<file path="src/rtl/piso_tx.sv">
// Parallel-in serial-out transmitter: loads a DW-bit word and shifts it out MSB first, one bit per enb edge.
// Optional even-parity trailer bit is enabled by defining the macro PISO_TX_PARITY_EN.
module piso_tx #(
    parameter int DW = 4
) (
    input  logic          clk,
    input  logic          rst,
    input  logic          enb,
    input  logic          load,
    input  logic [DW-1:0] data_in,
    output logic          ready,
    output logic          out,
    output logic          valid,
    output logic          done
);

    localparam int CW = $clog2(DW + 1);

`ifdef PISO_TX_PARITY_EN
    typedef enum logic [1:0] {
        IDLE   = 2'd0,
        SHIFT  = 2'd1,
        PARITY = 2'd2
    } state_t;
`else
    typedef enum logic {
        IDLE  = 1'b0,
        SHIFT = 1'b1
    } state_t;
`endif

    // Even parity over the captured word: XOR of all bits.
    function automatic logic even_parity(input logic [DW-1:0] word);
        return ^word;
    endfunction

    state_t          state_r;
    state_t          state_s;
    logic [DW-1:0]   sreg_r;
    logic [DW-1:0]   sreg_s;
    logic [CW-1:0]   cnt_r;
    logic [CW-1:0]   cnt_s;
    logic            done_r;
    logic            done_s;
    logic            out_r;
    logic            out_s;
    logic            valid_r;
    logic            valid_s;
    logic            ready_r;
    logic            ready_s;
`ifdef PISO_TX_PARITY_EN
    logic            parity_r;
    logic            parity_s;
`endif

    // State, datapath and output registers; outputs are decoded from next state so they never see inputs combinationally.
    always_ff @(posedge clk or posedge rst) begin
        if (rst) begin
            state_r  <= IDLE;
            sreg_r   <= {DW{1'b0}};
            cnt_r    <= {CW{1'b0}};
            done_r   <= 1'b0;
            out_r    <= 1'b0;
            valid_r  <= 1'b0;
            ready_r  <= 1'b1;
`ifdef PISO_TX_PARITY_EN
            parity_r <= 1'b0;
`endif
        end else begin
            state_r  <= state_s;
            sreg_r   <= sreg_s;
            cnt_r    <= cnt_s;
            done_r   <= done_s;
            out_r    <= out_s;
            valid_r  <= valid_s;
            ready_r  <= ready_s;
`ifdef PISO_TX_PARITY_EN
            parity_r <= parity_s;
`endif
        end
    end

    // Next-state and datapath update.
    always_comb begin
        state_s  = state_r;
        sreg_s   = sreg_r;
        cnt_s    = cnt_r;
        done_s   = 1'b0;
`ifdef PISO_TX_PARITY_EN
        parity_s = parity_r;
`endif
        case (state_r)
            IDLE: begin
                if (load) begin
                    state_s  = SHIFT;
                    sreg_s   = data_in;
                    cnt_s    = {CW{1'b0}};
`ifdef PISO_TX_PARITY_EN
                    parity_s = even_parity(data_in);
`endif
                end else begin
                    state_s = IDLE;
                end
            end
            SHIFT: begin
                if (enb) begin
                    sreg_s = {sreg_r[DW-2:0], 1'b0};
                    cnt_s  = cnt_r + CW'(1);
                    if (cnt_r == CW'(DW - 1)) begin
`ifdef PISO_TX_PARITY_EN
                        state_s = PARITY;
`else
                        state_s = IDLE;
                        done_s  = 1'b1;
`endif
                    end else begin
                        state_s = SHIFT;
                    end
                end else begin
                    state_s = SHIFT;
                end
            end
`ifdef PISO_TX_PARITY_EN
            PARITY: begin
                if (enb) begin
                    state_s = IDLE;
                    done_s  = 1'b1;
                end else begin
                    state_s = PARITY;
                end
            end
`endif
            default: begin
                state_s = IDLE;
                sreg_s  = {DW{1'b0}};
                cnt_s   = {CW{1'b0}};
            end
        endcase
    end

    // Output decode from the next state, so registered outputs line up with the state they describe.
    always_comb begin
        out_s   = 1'b0;
        valid_s = 1'b0;
        ready_s = 1'b1;
        case (state_s)
            IDLE: begin
                out_s   = 1'b0;
                valid_s = 1'b0;
                ready_s = 1'b1;
            end
            SHIFT: begin
                out_s   = sreg_s[DW-1];
                valid_s = 1'b1;
                ready_s = 1'b0;
            end
`ifdef PISO_TX_PARITY_EN
            PARITY: begin
                out_s   = parity_s;
                valid_s = 1'b1;
                ready_s = 1'b0;
            end
`endif
            default: begin
                out_s   = 1'b0;
                valid_s = 1'b0;
                ready_s = 1'b1;
            end
        endcase
    end

    assign ready = ready_r;
    assign out   = out_r;
    assign valid = valid_r;
    assign done  = done_r;

endmodule

</file>
<file path="config.mk">
export PLATFORM = sky130hd
export DESIGN_NAME = piso_tx
export DESIGN_NICKNAME = d
export VERILOG_FILES = /design/src/rtl/piso_tx.sv
export SDC_FILE = /design/constraint.sdc
export NUM_CORES = 1
export LEC_CHECK = 0
export CAP_MARGIN = 20
export CORE_AREA = 5 5 42 44
export CTS_CLUSTER_SIZE = 24
export DETAILED_ROUTE_END_ITERATION = 16
export DIE_AREA = 0 0 47 49
export SETUP_SLACK_MARGIN = 0.15
export SYNTH_ARGS = -nofsm -noshare
export SYNTH_HDL_FRONTEND = slang
export SYNTH_SLANG_ARGS = --single-unit
</file>
<file path="constraint.sdc">
create_clock -name clk -period 3.7 [get_ports clk]
set_input_delay 1.11 -clock clk [delete_from_list [all_inputs] [get_ports clk]]
set_output_delay 1.11 -clock clk [all_outputs]
set_load 0.005 [all_outputs]
</file>
==> flow_metrics.py <==
metrics = {
    "placement": {
        "place.port_buffers": 11,
        "hpwl_microns": 654.8,
        "pre_cts_slack_ns": 1.255,
        "place_congestion": 0.6788,
    },
    "synthesis": {
        "synth_largest_area_cell": "dfrtp_1",
        "synth-async-reset-ratio": 1.000,
        "syn_avg_cell_area_sq_um": 11.86,
        "synthCells": 44,
        "netlist_area_sq_um": 521.8,
        "ys_ff_latch": 11,
        "synth_flop_cell": "dfrtp_1",
        "synth_warnings": 0,
        "yosysTopAreaCellShare": 0.4796,
        "synth_top_cells_by_area": "dfrtp_1 (48%), mux2i_1 (7.7%), dfstp_2 (5.0%)",
        "synth.distinct_cells": 18,
        "yosysSeqAreaShare": 0.5300,
        "synth_nets": 54,
        "synth_edf_count": 0,
    },
    "floorplanning": {
        "start_util": 0.3723,
        "floorplan.rows": 14,
        "die_w_microns": 47,
        "die_y_microns": 49,
        "die-area_sq_um": 2303,
        "core_area_sq_um": 1401,
        "ios": 12,
    },
    "power_and_ir_drop": {
        "powerDensity_nw_per_um2": 665.3,
        "vdd_drop_max_uv": 290.3,
        "leakage_nw": 0.3098,
    },
    "clocking": {
        "cts_max_path_buffers": 2,
        "post_cts_buffers": 0,
        "post_cts_resized": 0,
        "cts_buffers": 3,
        "clock-root-buffer": "clkbuf_4",
        "ctsHoldBuffers": 0,
        "path_clk_slew_ns": 0.07,
        "htree_levels": 1,
        "clkSinkCount": 11,
        "clock_latency_ns": 0.27,
        "cts_tree": "yes",
    },
    "routing": {
        "dr.pass1.iters": 2,
        "drc": 0,
        "ant_nets": 0,
        "wire_per_inst_microns": 12.08,
        "vias": 365,
        "drt-initial-drc-count": 7,
        "wl_microns": 882,
        "avgViaCountPerCell": 5.000,
    },
    "global_routing": {
        "grt_max_degree": 16,
        "grt_pass1_vias": 341,
        "grt_first_pass_wirelength_microns": 1518,
        "grt_overflow": 0,
        "grt_use_total": 0.09110,
        "antenna_found_initial": 0,
    },
    "worst_setup_path": {
        "critPathRequiredTime_ns": 2.59,
        "critical_path_peak_fanout": 15,
        "cp_num_buf_inv": 1,
        "setup.worst_path.end_class": "primary output",
        "worst_setup_path_start_kind": "flip-flop",
        "cp.arrival_ns": 1.48,
        "path_cells": "clkdlybuf4s50_1",
        "critPathKind": "flip-flop to primary output",
        "cp_top_family": "flip-flops",
        "max_stage_delay_ns": 0.62,
        "crit_path_top_delay_cell": "dfrtp_1",
    },
    "cells_and_area": {
        "drive_above_1_share": 0.1228,
        "syn_to_final_growth_pct": 26.38,
        "diodes": 0,
        "final_nets": 68,
    },
    "sta": {
        "maxSlewHeadroom": 0.7012,
        "holdWs_ns": 0.4956,
        "min_period_ns": 2.585,
        "timing.fmax_mhz": 386.8,
        "hold_viol_final": 0,
        "maxSlewViolCount": 0,
        "setup_viol": 0,
        "tightest_slew_ns": 0.4483,
        "timing.final.crit_share": 0.6987,
        "rsz0062_at_grt": "false",
        "fin_skew_ns": 0.003974,
        "fin_tns_setup_ns": 0,
        "finalWorstSetupSlack_ns": 1.115,
    },
    "hold_path": {
        "hp-class": "flip-flop to flip-flop",
    },
    "run_status": {
        "outcome": "finished, final reports clean",
    },
    "run": {
        "drv_cap": 0,
    },
}
==> sequential cells by signal, indices dropped and copies added (netlist names) <==
name / cells
sreg_r: 4
state_r: 1
done: 1
out: 1
ready: 1
cnt_r: 3
==> cell usage after synthesis, drive strengths merged (2+ instances only) <==
| master | number |
|---|---|
| a22o | 3 |
| dfrtp | 10 |
| mux2i | 4 |
| buf | 2 |
| a21oi | 3 |
| nand2 | 4 |
| nor2b | 3 |
| ha | 2 |
| a211oi | 3 |
| inv | 3 |
==> final cells by class <==
type	count	area, sq um
Multi-Input combinational cell	28	215.2
Tap cell	16	20.02
Sequential cell	11	276.5
Inverter	3	11.26
Clock buffer	4	26.28
Fill cell	138	742.0
Timing Repair Buffer	11	110.1
==> final timing paths <==
| kind | start | endpoint | slack [ns] | cells after the start |
|---|---|---|---|---|
| max | state_r$_DFF_PP0_ | valid | 1.11 | 1 |
| min | sreg_r[1]$_DFFE_PP0P_ | sreg_r[1]$_DFFE_PP0P_ | 0.50 | 2 |
| max reg2reg | cnt_r[1]$_DFFE_PP0P_ | state_r$_DFF_PP0_ | 2.43 | 5 |
| min reg2reg | sreg_r[1]$_DFFE_PP0P_ | sreg_r[1]$_DFFE_PP0P_ | 0.50 | 2 |
| max in group asynchronous | rst | ready$_DFF_PP1_ | 2.26 | 2 |
| min in group asynchronous | rst | out$_DFF_PP0_ | 1.13 | 2 |
==> metal layers <==
metal | track usage | part of all wire | vias up | wire length [microns]
met5 | 0 | 0 | - | 0
met4 | 0.02765 | 0.0079 | 0 | 7
met3 | 0.05535 | 0.083 | 2 | 73
met2 | 0.1335 | 0.46 | 11 | 403
met1 | 0.1091 | 0.45 | 169 | 398
li1 | - | - | 183 | -
==> cell usage in the layout (no fill, tap or decap), drive strengths merged, types with 2 or more instances in the layout <==
cell type      count
a22o               3
inv                3
a211oi             3
a21oi              3
clkdlybuf4s50     11
nand2              4
mux2i              4
dfrtp             10
clkbuf             4
ha                 2
nor2b              3
==> cell families after synthesis <==
logic type,synth area share
adders and majority gates,0.04795
buffers and inverters,0.05756
DFF,0.5300
AOI/OAI and AO/OA,0.1487
muxes,0.1055
and+or+nand+nor,0.1103
==> stage by stage <==
| step | std cells | total power [W] | util | area [sq um] |
|---|---|---|---|---|
| 3_5_place_dp | 69 | 0.0003663 | 0.4518 | 633.1 |
| 2_1_floorplan | 44 | 0.0003092 | - | 521.8 |
| 5_1_grt | 73 | 0.0004780 | 0.4705 | 659.4 |
| 3_3_place_gp | 69 | 0.0003606 | 0.4518 | 633.1 |
| 6_report | 73 | 0.0004387 | 0.4705 | 659.4 |
| 4_1_cts | 73 | 0.0004474 | 0.4705 | 659.4 |
==> report_power, final <==
group	internal [W]	total (W)	switching, W	leakage, nW
clock	0.0000417	0.0000788	0.0000371	0.0150
sequential	0.000169	0.000206	0.0000371	0.136
combinational	0.0000975	0.000154	0.0000562	0.159
total	0.000308	0.000439	0.000130	0.310
(Power assumes the default switching activity.)
